### src/rtl/tpu_result_writer_if.sv
// Result-beat input and RAM write-port bundle for the tile write-back stage.
// master = the result writer; slave = the array/RAM side that feeds and observes it.
interface tpu_result_writer_if #(
  parameter int LANES = 4,
  parameter int ACC_W = 16
);
  logic                   res_valid;
  logic [LANES*ACC_W-1:0] res_arr;
  logic                   wr_en;
  logic [5:0]             wr_addr;
  logic [7:0]             wr_data;

  modport master (
    input  res_valid, res_arr,
    output wr_en, wr_addr, wr_data
  );

  modport slave (
    output res_valid, res_arr,
    input  wr_en, wr_addr, wr_data
  );
endinterface

### src/rtl/tpu_result_writer.sv
// Collects a tile of accumulator beats, clamps each lane to an 8-bit pixel and
// streams the tile into the output region of the pixel RAM, then signals done.
module tpu_result_writer #(
  parameter int LANES     = 4,
  parameter int ACC_W     = 16,
  parameter int NPIX      = 16,
  parameter int BASE_ADDR = 32
) (
  input  logic                clk,
  input  logic                reset,
  input  logic                start,
  tpu_result_writer_if.master bus,
  output logic                done,
  output logic                overrun
);

  localparam int BEATS  = NPIX / LANES;
  localparam int BCNT_W = (BEATS > 1) ? $clog2(BEATS) : 1;
  localparam int WIDX_W = $clog2(NPIX);

  localparam logic signed [ACC_W-1:0] ACC_ZERO = '0;
  localparam logic signed [ACC_W-1:0] PIX_MAX  = ACC_W'(255);

  typedef enum logic [1:0] {
    S_IDLE,
    S_COLLECT,
    S_WRITE,
    S_DONE
  } state_t;

  state_t              state_q, state_d;
  logic [BCNT_W-1:0]   bcnt_q, bcnt_d;
  logic [WIDX_W-1:0]   widx_q, widx_d;
  logic                overrun_q, overrun_d;
  logic                cap_en;
  logic [7:0]          pix_q [NPIX];
  logic [7:0]          pix_d [NPIX];

  function automatic logic [7:0] clamp_pix(input logic signed [ACC_W-1:0] v);
    if (v < ACC_ZERO)
      return 8'd0;
    else if (v > PIX_MAX)
      return 8'hFF;
    else
      return v[7:0];
  endfunction

  // Control state: async active-low clear
  always_ff @(posedge clk or negedge reset) begin
    if (!reset) begin
      state_q   <= S_IDLE;
      bcnt_q    <= '0;
      widx_q    <= '0;
      overrun_q <= 1'b0;
    end else begin
      state_q   <= state_d;
      bcnt_q    <= bcnt_d;
      widx_q    <= widx_d;
      overrun_q <= overrun_d;
    end
  end

  always_comb begin
    state_d   = state_q;
    bcnt_d    = bcnt_q;
    widx_d    = widx_q;
    overrun_d = overrun_q;
    cap_en    = 1'b0;

    // Any beat seen outside COLLECT is flagged and dropped.
    if (bus.res_valid && (state_q != S_COLLECT))
      overrun_d = 1'b1;

    case (state_q)
      S_IDLE: begin
        if (start) begin
          state_d = S_COLLECT;
          bcnt_d  = '0;
        end
      end
      S_COLLECT: begin
        if (bus.res_valid) begin
          cap_en = 1'b1;
          bcnt_d = bcnt_q + 1'b1;
          if (bcnt_q == BCNT_W'(BEATS - 1)) begin
            state_d = S_WRITE;
            widx_d  = '0;
          end
        end
      end
      S_WRITE: begin
        widx_d = widx_q + 1'b1;
        if (widx_q == WIDX_W'(NPIX - 1))
          state_d = S_DONE;
      end
      S_DONE: begin
        // Restart wins over a same-edge stray beat: the flag is cleared, not set.
        if (start) begin
          state_d   = S_COLLECT;
          bcnt_d    = '0;
          overrun_d = 1'b0;
        end
      end
      default: state_d = S_IDLE;
    endcase
  end

  // Pixel buffer: data only, contents are don't-care after reset
  always_comb begin
    pix_d = pix_q;
    if (cap_en) begin
      for (int l = 0; l < LANES; l++) begin
        pix_d[WIDX_W'(int'(bcnt_q) * LANES + l)] =
          clamp_pix($signed(bus.res_arr[l*ACC_W +: ACC_W]));
      end
    end
  end

  always_ff @(posedge clk) begin
    pix_q <= pix_d;
  end

  // Outputs decoded from registered state only, so reset drops them at once
  always_comb begin
    bus.wr_en   = 1'b0;
    bus.wr_addr = '0;
    bus.wr_data = '0;
    if (state_q == S_WRITE) begin
      bus.wr_en   = 1'b1;
      bus.wr_addr = 6'(BASE_ADDR) + 6'(widx_q);
      bus.wr_data = pix_q[widx_q];
    end
  end

  always_comb begin
    done    = (state_q == S_DONE);
    overrun = overrun_q;
  end

endmodule

### src/flat_wrapper.sv
// flat-port wrapper written by rule: the top's interface ports become plain ports
module tpu_result_writer_flat 
#(
  parameter int LANES     = 4,
  parameter int ACC_W     = 16,
  parameter int NPIX      = 16,
  parameter int BASE_ADDR = 32
)
  (clk, reset, start, done, overrun, bus_res_valid, bus_res_arr, bus_wr_en, bus_wr_addr, bus_wr_data);
  tpu_result_writer_if #(.LANES(LANES), .ACC_W(ACC_W)) bus_i ();
  input  logic clk;
  input  logic reset;
  input  logic start;
  output logic done;
  output logic overrun;
  input wire logic [$bits(bus_i.res_valid)-1:0] bus_res_valid;
  input wire logic [$bits(bus_i.res_arr)-1:0] bus_res_arr;
  output wire logic [$bits(bus_i.wr_en)-1:0] bus_wr_en;
  output wire logic [$bits(bus_i.wr_addr)-1:0] bus_wr_addr;
  output wire logic [$bits(bus_i.wr_data)-1:0] bus_wr_data;
  assign bus_i.res_valid = bus_res_valid;
  assign bus_i.res_arr = bus_res_arr;
  assign bus_wr_en = bus_i.wr_en;
  assign bus_wr_addr = bus_i.wr_addr;
  assign bus_wr_data = bus_i.wr_data;
  tpu_result_writer #(.LANES(LANES), .ACC_W(ACC_W), .NPIX(NPIX), .BASE_ADDR(BASE_ADDR)) u_core (.clk(clk), .reset(reset), .start(start), .bus(bus_i), .done(done), .overrun(overrun));
endmodule
### config.mk
export PLATFORM = sky130hd
export DESIGN_NAME = tpu_result_writer_flat
export DESIGN_NICKNAME = d
export VERILOG_FILES = /design/src/rtl/tpu_result_writer_if.sv /design/src/rtl/tpu_result_writer.sv /design/src/flat_wrapper.sv
export SDC_FILE = /design/constraint.sdc
export NUM_CORES = 1
export LEC_CHECK = 0
export ABC_AREA = 1
export ABC_CLOCK_PERIOD_IN_PS = 3400
export BUFFER_PORTS_ARGS = -buffer_cell sky130_fd_sc_hd__clkbuf_2
export CORE_ASPECT_RATIO = 0.5
export CORE_MARGIN = 4
export CORE_UTILIZATION = 51
export CTS_BUF_LIST = sky130_fd_sc_hd__clkbuf_16
export DETAILED_ROUTE_END_ITERATION = 8
export PLACE_DENSITY = 0.82
export SYNTH_ARGS = -nofsm -noshare
export SYNTH_HDL_FRONTEND = slang
export SYNTH_SLANG_ARGS = --single-unit
### constraint.sdc
create_clock -name clk -period 3.4 [get_ports clk]
set_input_delay 0.68 -clock clk [delete_from_list [all_inputs] [get_ports clk]]
set_output_delay 0.68 -clock clk [all_outputs]
set_load 0.01 [all_outputs]
## Word level (Yosys, flattened, before mapping)

Index checks and enable logic that the tools add are counted.

- Bits in registers: 137
- Input port bits: 68

- $add $sub $neg: 6
- $lt $le $gt $ge: 17
- Equality and inequality tests: 10
- Mux-type cells: 46
- Bitwise gates (word level): 5
- Reductions and logical operators: 12

Operators with widths:

| cell | number |
|---|---|
| bitwise mux 128 bit | 4 |
| 2-to-1 mux 8 bit | 19 |
| demux 8 bit (select 4 bit) | 4 |
| > comparator 16 x 9 -> 1 bit (second input constant) | 4 |
| less-than comparator 16 x 1 -> 1 bit (second input constant) | 4 |
| binary-select mux 8 bit (select 4 bit) | 1 |
| greater-or-equal comparator 4 x 5 -> 1 bit (second input constant) | 4 |
| less-than comparator 4 x 1 -> 1 bit (second input constant) | 4 |
| NOT 4 bit | 4 |
| 2-to-1 mux 2 bit | 6 |
| adder 4 x 1 -> 4 bit (second input constant) | 2 |
| adder 4 x 2 -> 4 bit (second input constant) | 2 |
| 2-to-1 mux 4 bit | 2 |
| != test 2 x 1 -> 1 bit (second input constant) | 4 |
| one-hot mux 4 bit (2 select lines) | 1 |
| adder 6 x 4 -> 6 bit (first input constant) | 1 |
| == test 2 bit (second input constant) | 3 |
| 2-to-1 mux 1 bit | 6 |
| 2-to-1 mux 6 bit | 1 |
| one-hot mux 2 bit (3 select lines) | 1 |
| AND reduction 3 bit | 2 |
| greater-or-equal comparator 5 bit (second input constant) | 1 |
| logical AND 1 bit | 5 |
| NOT 4 -> 5 bit | 1 |
| other kinds (9) | 10 |

## Longest topological paths before layout

- Depth after elaboration: 9
- Depth in mapped cells: 10
- Depth with buffers taken out: 8

## Worst setup path after synthesis

Ideal clock, no wire load.

- Path kind: reg-to-reg
- From: register u_core.bcnt_q[1] (netlist name)
- To: register u_core.pix_q[100] (netlist bit) (enable)
- Library setup time: 0.421 ns
- Arrival: 2.218 ns
- Required time: 2.979 ns
- Slack: 0.760 ns
- Cell stages (with the launch flop): 5
- Path buffers: 0
- Cell sequence: dfrtp_1 inv_1 ha_1 clkinv_1 nor2_1

RTL lines:

| item | line | source |
|---|---|---|
| end signal: assignment | tpu_result_writer.sv:120 | `pix_q <= pix_d;` |
| end: declaration | tpu_result_writer.sv:36 | `logic [7:0] pix_q [NPIX];` |

## Worst setup path in the final report

- From: register u_core.widx_q[0]
- To: output bus_wr_data[6]

- Word-level cells in the longest chain between the ends: 5

RTL lines:

| item | line | source |
|---|---|---|
| start: declaration | tpu_result_writer.sv:33 | `logic [WIDX_W-1:0] widx_q, widx_d;` |
| start signal: assignment | tpu_result_writer.sv:58 | `widx_q <= widx_d;` |
| NOT 4 -> 5 bit (implied by the code) | tpu_result_writer.sv:131 | `bus.wr_data = pix_q[widx_q];` |
| binary-select mux 8 bit (select 4 bit) | tpu_result_writer.sv:131 |  |
| 2-to-1 mux 8 bit (implied by the code) (2 in a row) | tpu_result_writer.sv:131 |  |
| 2-to-1 mux 8 bit | tpu_result_writer.sv:128 | `if (state_q == S_WRITE) begin` |
| end: declaration | flat_wrapper.sv:20 | `output wire logic [$bits(bus_i.wr_data)-1:0] bus_wr_data;` |

Every way passes these cells. The select of a mux whose other input is x is not followed.

==> flow_metrics.tcl <==
set metrics [dict create \
    status "completed" \
    final_cell_mix "nand2_1 (245), inv_1 (129), edfxtp_1 (128), clkbuf_2 (83), nand3_1 (70)" \
    antenna_found_initial 0 \
    holdCritPathClass "in -> async" \
    io_buffer_count 83 \
    holdBufCountCts 0 \
    tightest_slew_ns 0.863 \
    wl_per_cell_um 15.9 \
    rsz0062_at_grt "false" \
    overflow 0 \
    slew_headroom_pct 42.0 \
    max-cap-violations 0 \
    drive_gt1_share_pct 16.1 \
    first_global_vias 5118 \
    root_buffer "clkbuf_16" \
    grt_usage_pct 21.9 \
    diodes 0 \
    grt_max_degree 68 \
    cp-startpoint "u_core.widx_q[0]" \
    fillerInstances 962 \
    cts_buffer_depth 2 \
    crit_fanout 67 \
    initial_core_util_pct 52.2 \
    coreArea_um2 12700 \
    die_area_um2 15000 \
    arrival_ns 2.42 \
    yosysWarningCount 0 \
    cts.htree.levels 4 \
    p_leak_nw 3.64 \
    die_width_um 169 \
    max_freq_ghz 0.323 \
    first_pass_iters 6 \
    cts_tree "yes" \
    setup_viol 0 \
    synth_top_area_share_pct 58.2 \
    area_growth_pct 17.9 \
    syn_nets 806 \
    final_max_slew_viol_count 0 \
    ioPinCount 85 \
    cts_setup_buffers 0 \
    die_y_um 88.5 \
    finalSetupTns_ns 0 \
    synthCells 729 \
    clkLatencyLatePin_ns 0.42 \
    final_hold_viol_count 0 \
    finalCriticalPeriod_ns 3.10 \
    postRouteWirelength_um 15800 \
    required_ns 2.72 \
    syn_area_um2 6610 \
    power_density_nw_per_um2 704 \
    vdd.ir_drop.worst_uv 414 \
    synth_area_leaders "edfxtp_1 (58%), nand2_1 (14%), inv_1 (7.3%)" \
    clkTransAtPathRegs_ns 0.06 \
    ys_seq_elements 137 \
    grt_pass1_wl_um 24900 \
    via_per_inst 5.19 \
    end_kind "primary output" \
    layout_commonest_cell "nand2_1" \
    gp_congestion 0.862 \
    yosysTopAreaCell "edfxtp_1" \
    ant_nets 0 \
    drtIter0Drc 673 \
    power_w 0.00548 \
    numCtsBuffers 17 \
    path_class "reg -> out" \
    cts_resized 0 \
    rows 29 \
    startpoint_type "flip-flop" \
    ys_types 20 \
    r2r_start "u_core.widx_q[0]" \
    vias 5175 \
    clock_skew_ns 0.00686 \
    yosysSeqAreaShare_pct 61.6 \
    cts_sinks 137 \
    dp_hpwl_um 10500 \
    finalCritPeriodShare_pct 91.1 \
    avgSynthCellArea_um2 9.06 \
    nets 891 \
    drc 0 \
]
critical path: stages, from the launching register on:
cell and delay (ns):
dfrtp_2 0.42, buf_4 0.59, nand2_1 0.13, nand2_1 0.13, nand2_1 0.06, nand3_1 0.10, nand3_1 0.08, a21oi_1 0.26
clkbuf_2 0.19
through the flow:
stage | setup WS [ns] | util (%) | instance area, um2 | hold WS (ns) | instances
5_1_grt | 0.150 | 61.5 | 7790 | 0.123 | 997
3_3_place_gp | 0.858 | 56.9 | 7200 | 0.516 | 965
3_5_place_dp | 0.807 | 56.9 | 7200 | 0.552 | 965
4_1_cts | 0.349 | 61.5 | 7790 | 0.110 | 997
2_1_floorplan | 0.760 | - | 6610 | 0.384 | 729
6_report | 0.303 | 61.5 | 7790 | 0.111 | 997
cell type report:
| class | instances | area (um2) | area share (%) |
|---|---|---|---|
| Clock buffer | 17 | 425 | 5.46 |
| Clock inverter | 15 | 164 | 2.10 |
| Inverter | 134 | 503 | 6.46 |
| Multi-Input combinational cell | 430 | 1900 | 24.4 |
| Sequential cell | 137 | 4070 | 52.2 |
| Tap cell | 170 | 213 | 2.73 |
| Timing Repair Buffer | 94 | 510 | 6.55 |
final timing paths:
| check | to | slack, ns | depth (start not counted) |
|---|---|---|---|
| max in group asynchronous | u_core.widx_q[0] | 3.07 | 1 |
| worst max-delay path | bus_wr_data[6] | 0.30 | 8 |
| min in group clk | u_core.overrun | 0.45 | 2 |
| worst min register to register | u_core.overrun | 0.56 | 2 |
| worst max register to register | u_core.state_q[1] | 1.33 | 7 |
| worst min-delay path | u_core.bcnt_q[0] | 0.11 | 1 |
where the power goes:
part / switching, W / internal [W] / total (W)
clock: 0.000757 / 0.00109 / 0.00185
combinational: 0.00104 / 0.000446 / 0.00148
sequential: 0.0000893 / 0.00206 / 0.00215
synth_stat cells (all sizes together):
cell type  number
nand3b          9
a21oi          36
clkbuf          8
ha              9
dfrtp           9
o21ai           8
nand3          70
nor4            1
nand2         245
nor2           44
conb            1
edfxtp        128
inv           129
clkinv          5
nor3            7
buf            20
sequential cells by signal, summed over array words and instances (netlist names):
register and count:
u_core.state_q 2, u_core.bcnt_q 2, u_core.pix_q 128, u_core.widx_q 4
u_core.overrun 1
per-layer routing:
metal / track usage [%] / vias up / share of wire (%)
met5: 0 / - / 0
met4: 7.60 / 0 / 1.8
met3: 5.35 / 27 / 8.8
li1: - / 2481 / -
met2: 37.8 / 252 / 48
met1: 27.8 / 2415 / 41
kinds of logic after synthesis:
family	after synthesis	share of synthesized area, %
AO/OA/AOI/OAI	44	3.33
adder cells (fa/ha/maj)	9	1.70
buffers and inverters	162	9.75
flip-flops	137	61.6
other	1	0.0568
AND/OR/NAND/NOR	376	23.6
Power figures use the tool's default switching activity.
